**config.mk**
```make
export PLATFORM = sky130hd
export DESIGN_NAME = fetch_stage
export DESIGN_NICKNAME = d
export VERILOG_FILES = /design/src/rtl/constants_pkg.sv /design/src/rtl/structure_pkg.sv /design/src/rtl/fetch_queue.sv /design/src/rtl/fetch_stage.sv
export SDC_FILE = /design/constraint.sdc
export NUM_CORES = 1
export LEC_CHECK = 0
export ABC_CLOCK_PERIOD_IN_PS = 9050
export CAP_MARGIN = 20
export CORE_MARGIN = 2
export CORE_UTILIZATION = 55
export DETAILED_ROUTE_END_ITERATION = 10
export PLACE_DENSITY = 0.79
export RECOVER_POWER = 100
export REMOVE_ABC_BUFFERS = 1
export SYNTH_ARGS = -nofsm -noshare
export SYNTH_HDL_FRONTEND = slang
export SYNTH_SLANG_ARGS = --single-unit
```
**constraint.sdc**
```tcl
create_clock -name clk -period 9.05 [get_ports clk]
set_input_delay 1.81 -clock clk [delete_from_list [all_inputs] [get_ports clk]]
set_output_delay 1.81 -clock clk [all_outputs]
set_load 0.01 [all_outputs]
```
**src/rtl/constants_pkg.sv**
```systemverilog
// Architecture-wide constants shared by the pipeline stages.
package constants_pkg;
  localparam int ARCH_LEN = 32;
  localparam int INST_W   = 32;
endpackage

```
**src/rtl/structure_pkg.sv**
```systemverilog
// Shared pipeline structures: fetch-queue entry and address helper.
package structure_pkg;
  import constants_pkg::*;

  typedef struct packed {
    logic [ARCH_LEN-1:0] pc;
    logic [INST_W-1:0]   data;
    logic                filled;
  } fetch_entry_t;

  // Force an address onto a word boundary.
  function automatic logic [ARCH_LEN-1:0] word_align(input logic [ARCH_LEN-1:0] a);
    return {a[ARCH_LEN-1:2], 2'b00};
  endfunction
endpackage

```
**src/rtl/fetch_queue.sv**
```systemverilog
// Fetch queue: circular buffer of fetch entries. Entries are allocated
// (unfilled) when a request is accepted, filled in order by responses and
// popped in order by decode. Flush drops every entry at once.
module fetch_queue
  import constants_pkg::*;
  import structure_pkg::*;
#(
  parameter int DEPTH = 4,
  localparam int PTR_W = $clog2(DEPTH),
  localparam int CNT_W = $clog2(DEPTH + 1)
) (
  input  logic                clk,
  input  logic                rst,
  input  logic                flush,
  input  logic                alloc,
  input  logic [ARCH_LEN-1:0] alloc_pc,
  input  logic                fill,
  input  logic [INST_W-1:0]   fill_data,
  input  logic                pop,
  output fetch_entry_t        head,
  output logic [CNT_W-1:0]    occ
);

  fetch_entry_t     q [DEPTH];
  logic [PTR_W-1:0] hd_ptr, tl_ptr, fl_ptr;

  assign head = q[hd_ptr];

  // Pointer/occupancy bookkeeping and entry writes. Alloc, fill and pop may
  // all happen together; alloc and fill never target the same slot because
  // the fill pointer always trails the tail over allocated entries.
  always_ff @(posedge clk) begin
    if (rst) begin
      hd_ptr <= '0;
      tl_ptr <= '0;
      fl_ptr <= '0;
      occ    <= '0;
      for (int i = 0; i < DEPTH; i++) q[i] <= '0;
    end else if (flush) begin
      // Stale slot contents stay put: occ == 0 hides them and a later
      // allocation rewrites filled before the slot is visible again.
      hd_ptr <= '0;
      tl_ptr <= '0;
      fl_ptr <= '0;
      occ    <= '0;
    end else begin
      if (alloc) begin
        q[tl_ptr] <= '{pc: alloc_pc, data: '0, filled: 1'b0};
        tl_ptr    <= tl_ptr + PTR_W'(1);
      end
      if (fill) begin
        q[fl_ptr].data   <= fill_data;
        q[fl_ptr].filled <= 1'b1;
        fl_ptr           <= fl_ptr + PTR_W'(1);
      end
      if (pop) hd_ptr <= hd_ptr + PTR_W'(1);
      occ <= occ + CNT_W'(alloc) - CNT_W'(pop);
    end
  end

endmodule

```
**src/rtl/fetch_stage.sv**
```systemverilog
// Fetch stage: owns the PC, issues sequential imem reads, buffers returned
// instructions in fetch_queue and hands them to decode in order. A taken
// branch from execute restarts fetch at the target and squashes all younger
// work, including responses still in flight (counted off via drop_cnt).
// Optional: define FETCH_REDIRECT_CNT_EN for a 32-bit redirect counter port.
module fetch_stage
  import constants_pkg::*;
  import structure_pkg::*;
#(
  parameter int                  QUEUE_DEPTH = 4,
  parameter logic [ARCH_LEN-1:0] RESET_PC    = 32'h0000_0000
) (
  input  logic                clk,
  input  logic                rst,
  input  logic                br_tk_in,
  input  logic [ARCH_LEN-1:0] pc_br_tk_in,
  output logic                imem_req_valid,
  input  logic                imem_req_ready,
  output logic [ARCH_LEN-1:0] imem_req_addr,
  input  logic                imem_resp_valid,
  input  logic [INST_W-1:0]   imem_resp_data,
  output logic                inst_valid,
  input  logic                inst_ready,
  output logic [INST_W-1:0]   inst_data,
  output logic [ARCH_LEN-1:0] inst_pc
`ifdef FETCH_REDIRECT_CNT_EN
  ,
  output logic [31:0]         redirect_cnt
`endif
);

  localparam int               CNT_W   = $clog2(QUEUE_DEPTH + 1);
  localparam logic [CNT_W-1:0] DEPTH_C = CNT_W'(QUEUE_DEPTH);

  logic [ARCH_LEN-1:0] fpc;
  logic [CNT_W-1:0]    occ, inflight, drop_cnt;
  fetch_entry_t        head;
  logic                req_acc, pop, fill;

  // Head is hidden in the redirect cycle so decode never takes a squashed op.
  assign inst_valid = head.filled & (occ != '0) & ~br_tk_in;
  assign inst_data  = head.data;
  assign inst_pc    = head.pc;
  assign pop        = inst_valid & inst_ready;

  // A slot freed by this cycle's pop may be reused by this cycle's request.
  assign imem_req_valid = ~rst & ~br_tk_in & ((occ < DEPTH_C) | pop);
  assign imem_req_addr  = fpc;
  assign req_acc        = imem_req_valid & imem_req_ready;

  // Responses owed to squashed requests are consumed without filling.
  assign fill = imem_resp_valid & (drop_cnt == '0) & ~br_tk_in;

  fetch_queue #(.DEPTH(QUEUE_DEPTH)) u_queue (
    .clk       (clk),
    .rst       (rst),
    .flush     (br_tk_in),
    .alloc     (req_acc),
    .alloc_pc  (fpc),
    .fill      (fill),
    .fill_data (imem_resp_data),
    .pop       (pop),
    .head      (head),
    .occ       (occ)
  );

  // Fetch PC: redirect beats sequential increment.
  always_ff @(posedge clk) begin
    if (rst)           fpc <= RESET_PC;
    else if (br_tk_in) fpc <= word_align(pc_br_tk_in);
    else if (req_acc)  fpc <= fpc + ARCH_LEN'(4);
  end

  // Outstanding requests and the share of them to discard. drop_cnt is
  // reloaded from inflight (not from unfilled entries) so a redirect during
  // an earlier drop window still covers the older squashed requests.
  always_ff @(posedge clk) begin
    if (rst) begin
      inflight <= '0;
      drop_cnt <= '0;
    end else begin
      inflight <= inflight + CNT_W'(req_acc) - CNT_W'(imem_resp_valid);
      if (br_tk_in)
        drop_cnt <= inflight - CNT_W'(imem_resp_valid);
      else if (imem_resp_valid && drop_cnt != '0)
        drop_cnt <= drop_cnt - CNT_W'(1);
    end
  end

`ifdef FETCH_REDIRECT_CNT_EN
  // Count redirect cycles; wraps naturally at 2^32.
  always_ff @(posedge clk) begin
    if (rst)           redirect_cnt <= '0;
    else if (br_tk_in) redirect_cnt <= redirect_cnt + 32'd1;
  end
`endif

  // A response with nothing outstanding means the memory broke its contract.
  a_resp_has_req: assert property (@(posedge clk) disable iff (rst)
    imem_resp_valid |-> (inflight != '0));

endmodule

```
### After elaboration in Yosys (flattened, before gate mapping)

Memories as Yosys holds them, arrays and structs flattened. A register that Yosys moved wholly into a read port is not among the register bits.
Index checks and enable logic that the tools add are counted.

| word-level totals | value |
|---|---|
| word-level logic and storage cells | 62 |
| register bits after elaboration | 47 |
| memory bits (writable) | 260 |
| output and inout port bits | 98 |
| memories | 1 |

Memory list:

| name | depth | bits a word | read ports | clocked after memory_dff | write ports | RTL line | source |
|---|---|---|---|---|---|---|---|
| u_queue.q | 4 | 65 | 1 | 1 | 4 | fetch_queue.sv:24 | `fetch_entry_t q [DEPTH];` |

| operators by class | value |
|---|---|
| reduce and logical (&&, ||, !) cells | 9 |
| order comparisons | 1 |
| multiplexer cells | 22 |
| add/subtract/negate cells | 10 |
| bitwise gates (word level) | 11 |

Operators by type and width:

| operator | number |
|---|---|
| 2-to-1 mux 65 bit | 2 |
| OR reduction 65 bit | 2 |
| 2-to-1 mux 32 bit | 2 |
| adder 32 x 3 -> 32 bit (second input constant) | 1 |
| 2-to-1 mux 1 bit | 11 |
| 2-to-1 mux 2 bit | 5 |
| subtractor 3 x 1 -> 3 bit | 3 |
| bitwise AND 1 bit | 8 |
| adder 2 x 1 -> 2 bit (second input constant) | 3 |
| adder 3 x 1 -> 3 bit | 2 |
| 2-to-1 mux 3 bit | 2 |
| nonzero test 3 bit | 2 |
| nonzero test 2 bit | 2 |
| zero test 3 bit | 1 |
| < comparator 3 bit (second input constant) | 1 |
| subtractor 3 x 1 -> 3 bit (second input constant) | 1 |
| NOT 1 bit | 2 |
| OR reduction 2 bit | 1 |
| logical AND 1 bit | 1 |
| bitwise OR 1 bit | 1 |

### Depth between registers and ports, before layout

| logic depth | value |
|---|---|
| depth in word-level cells | 13 |
| gate-level depth with buffers | 14 |

### Hierarchy

From an unflattened synthesis, not the netlist that was laid out.

| second synthesis, totals | value |
|---|---|
| cell total of the unflattened synthesis | 1009 |
| area total of the unflattened synthesis | 14246.2 um2 |

Modules (own cells, without submodules):

| module | area each (um2) | instances | cells an instance | sequential area each (um2) |
|---|---|---|---|---|
| fetch_queue | 12085.3 | 1 | 750 | 7987.7 |
| fetch_stage | 2160.8 | 1 | 259 | 720.7 |

### Worst setup path before layout

Ideal clock, no wire load.

| path | value |
|---|---|
| path kind | input port to flip-flop |
| from | input port br_tk_in |
| to | memory u_queue.q[1][10] (netlist name), enable pin |
| stages on the path | 5 |
| setup slack | 3121 ps |
| data arrival time | 5554 ps |
| cells stage by stage | clkbuf_1 -> nor2_2 -> nand4_1 -> o21ai_0 -> or2_2 |

RTL lines:

| element | RTL line | source |
|---|---|---|
| from (decl) | fetch_stage.sv:15 | `input logic br_tk_in,` |
| to (decl) | fetch_queue.sv:24 |  |

==> flow_summary.toml <==
[timing]
finalHoldViolCount = 0
slew_violations = 354
setup_viol = 0
fin_crit_ns = 7.10
finClkSkew_ns = 0.0119
hold_slack_ns = 0.483
period_share_pct = 78.5
rsz0062_at_grt = "no"
fmax_mhz = 141
tightest_slew_ns = 2.69
slew_headroom_pct = -79.6
finalSetupTns_ns = 0

[yosys]
synth_commonest_cells = "edfxtp_1, and3_1, and2_1"
syn_inst = 973
synth.top_cell.area_share_pct = 54.5
synth_top_family_by_area = "simple AND/OR/NAND/NOR gates"
syn_avg_cell_area_sq_um = 14.1
synth-compound-area-share_pct = 3.39
yosysSeqAreaShare_pct = 61.9
synth_area_sq_mm = 0.0137
synth_cell_types = 59
synth-async-reset-ratio_pct = 0
synth_area_leaders = "edfxtp_1, mux4_2, dfxtp_1"
synthMuxAreaShare_pct = 10.8
synthAdderAreaFrac_pct = 1.48
yosysMostFrequentCell = "edfxtp_1"
ys.flop_type = "edfxtp_1"
synth_edf_count = 248
yosysWarnings = 0
synthSimpleGateAreaFrac_pct = 16.9
synth_xor_area_share_pct = 1.79
synth-seq-cells = 299
synth_top_area_cell = "edfxtp_1"

[routing]
dr_wl_met3_mm = 2.38
dr.max_layer_used = "met4"
first_pass_iters = 6
wl_met1_mm = 13.1
drt-vias-per-instance = 5.93
drtIter0Drc = 791
antenna_left = 0
wl_per_cell_microns = 21.7
wl_met2_mm = 15.5
drc_errors = 0
totalWireLength_mm = 31.5
vias = 8628

[clocking]
htreeDepth = 1
cts_resized = 0
cts_hold_buffers = 0
numCtsBuffers = 30
cts_tree = "done"
root_buffer = "clkbuf_16"
post_cts_buffers = 0
cts_sinks = 299
cts_buffer_depth = 3
clkTransAtPathRegs_ns = 0.06
clk_latency_ns = 0.54

[grt]
grt_pass1_wl_mm = 48.1
grt-ovfl-total = 0
grt.total_usage_pct = 24.0
grt_pass1_vias = 8675
antenna_found_initial = 2
grt_max_degree = 133

[power]
p_sw_uw = 697
p_per_area_mw_per_mm2 = 191
netSwitchingFraction_pct = 22.2
internal_power_uw = 2450
clkPwrFrac_pct = 40.5
power.leakage_uw = 0.00644
vdd_drop_max_mv = 0.119
p_seq_share_pct = 50.9
p_comb_share_pct = 8.6

[floorplanning]
fp.dieH_microns = 162
initial_core_util_pct = 56.1
io_pins = 168
die-area_sq_mm = 0.0261
num_rows = 57
placeableCoreArea_sq_mm = 0.0244
die_w_microns = 162

[layout]
final_nets = 1190
area_delta_synth_final_pct = 20.1
fillCellCount = 1738
layout-drive-gt1-share_pct = 11.9

[placed_design]
dp_hpwl_mm = 18.1
port_buffers = 161
place_congestion = 0.781

[setup_path]
crit_fanout = 32
arrival_ns = 7.20
worst_path_max_delay_cell = "or2_0"
end_kind = "flop"
cp.required_ns = 9.15
path_buf_inv = 3
cpMostUsedCell = "clkbuf_1"
path_cells = "dlygate4sd3_1, clkbuf_1, nor2_2, clkbuf_1, nand4_1, o21ai_0, or2_0"
crit_path_max_incr_delay_ns = 1.98
path_class = "input pin to flop"
path_delay_family = "simple AND/OR/NAND/NOR gates"
startpoint_type = "input pin"

[outcome]
violations = "max-capacitance violations, max-slew violations"
status = "complete, but fails checks"

[flow_run]
maxCapViolCount = 11

[worst_hold_path]
hp-class = "flop to flop"
[final timing paths]
kind	slack, ns	from	cells past startpoint	end
worst min-delay path	0.48	u_queue.q[3][0]$_SDFFE_PP1P_	1	u_queue.q[3][0]$_SDFFE_PP1P_
worst max-delay path	1.95	br_tk_in	7	u_queue.q[1][7]$_SDFFCE_PN0P_
worst min register to register	0.48	u_queue.q[3][0]$_SDFFE_PP1P_	1	u_queue.q[3][0]$_SDFFE_PP1P_
worst max register to register	3.04	flop	8	u_queue.q[2][35]$_SDFFCE_PN0P_
[cell usage in the layout, fill, tap and decap left out, types with 9 or more instances in the layout]
master | Yosys | final
mux4_2 | 63 | 63
nor2_1 | 47 | 46
clkdlybuf4s50_1 | 0 | 67
nand2_1 | 17 | 18
clkbuf_16 | 0 | 31
nor3_1 | 11 | 11
xnor2_1 | 21 | 21
clkbuf_1 | 60 | 20
dfxtp_1 | 51 | 49
and2_0 | 0 | 58
inv_1 | 27 | 25
dlygate4sd3_1 | 0 | 93
ha_1 | 13 | 13
nor4_1 | 9 | 10
edfxtp_1 | 248 | 248
a211oi_1 | 19 | 19
and3_1 | 158 | 158
and2_1 | 90 | 32
nand4_1 | 9 | 9
buf_4 | 6 | 9
nand3_1 | 14 | 14
[per-layer routing]
layer	vias to the layer above	GRT usage, %
met2	337	40.1
li1	3952	-
met4	0	7.24
met3	48	3.45
met1	4291	33.1
met5	-	0
[power groups by stage]
stage          logic (uW)  clock network (uW)  registers, uW
2_1_floorplan         132                   0           1620
3_3_place_gp          280                   0           1620
3_5_place_dp          284                   0           1630
4_1_cts               287                1280           1600
5_1_grt               290                1340           1610
6_report              270                1270           1600
[metrics by stage]
stage | area [sq um] | power [uW] | utilization (%) | setup WS, ns | instances
floorplan | 13300 | 1750 | - | 2.30 | 890
global placement | 15500 | 1900 | 63.5 | 3.24 | 1395
detailed placement | 15500 | 1910 | 63.5 | 3.26 | 1396
CTS | 16500 | 3170 | 67.8 | 3.24 | 1452
global route | 16400 | 3240 | 67.3 | 1.67 | 1454
finish | 16400 | 3140 | 67.3 | 1.95 | 1455
[final cells by class]
class / count / area (sq um) / share of cell area, %
Sequential cell: 299 / 8470 / 51.6
Multi-Input combinational cell: 564 / 4690 / 28.5
Timing Repair Buffer: 183 / 1720 / 10.5
Clock buffer: 44 / 885 / 5.39
Tap cell: 324 / 405 / 2.47
Clock inverter: 12 / 145 / 0.884
Inverter: 27 / 101 / 0.617
Antenna cell: 2 / 5.00 / 0.0305
[flip-flops by register name (all words and copies together), names as in the netlist, named ones only]
signal	cells
drop_cnt	3
inflight	3
imem_req_addr	30
u_queue.fl_ptr	2
u_queue.tl_ptr	2
u_queue.hd_ptr	2
u_queue.q	252
u_queue.occ	3
[kinds of logic after synthesis]
group | count (synthesis)
AOI/OAI and AO/OA | 59
xor gates and xnor gates | 28
adders and majority gates | 15
buffers and inverters | 113
DFF | 299
muxes | 68
other | 1
and+or+nand+nor | 390
Power figures use the tool's default switching activity.
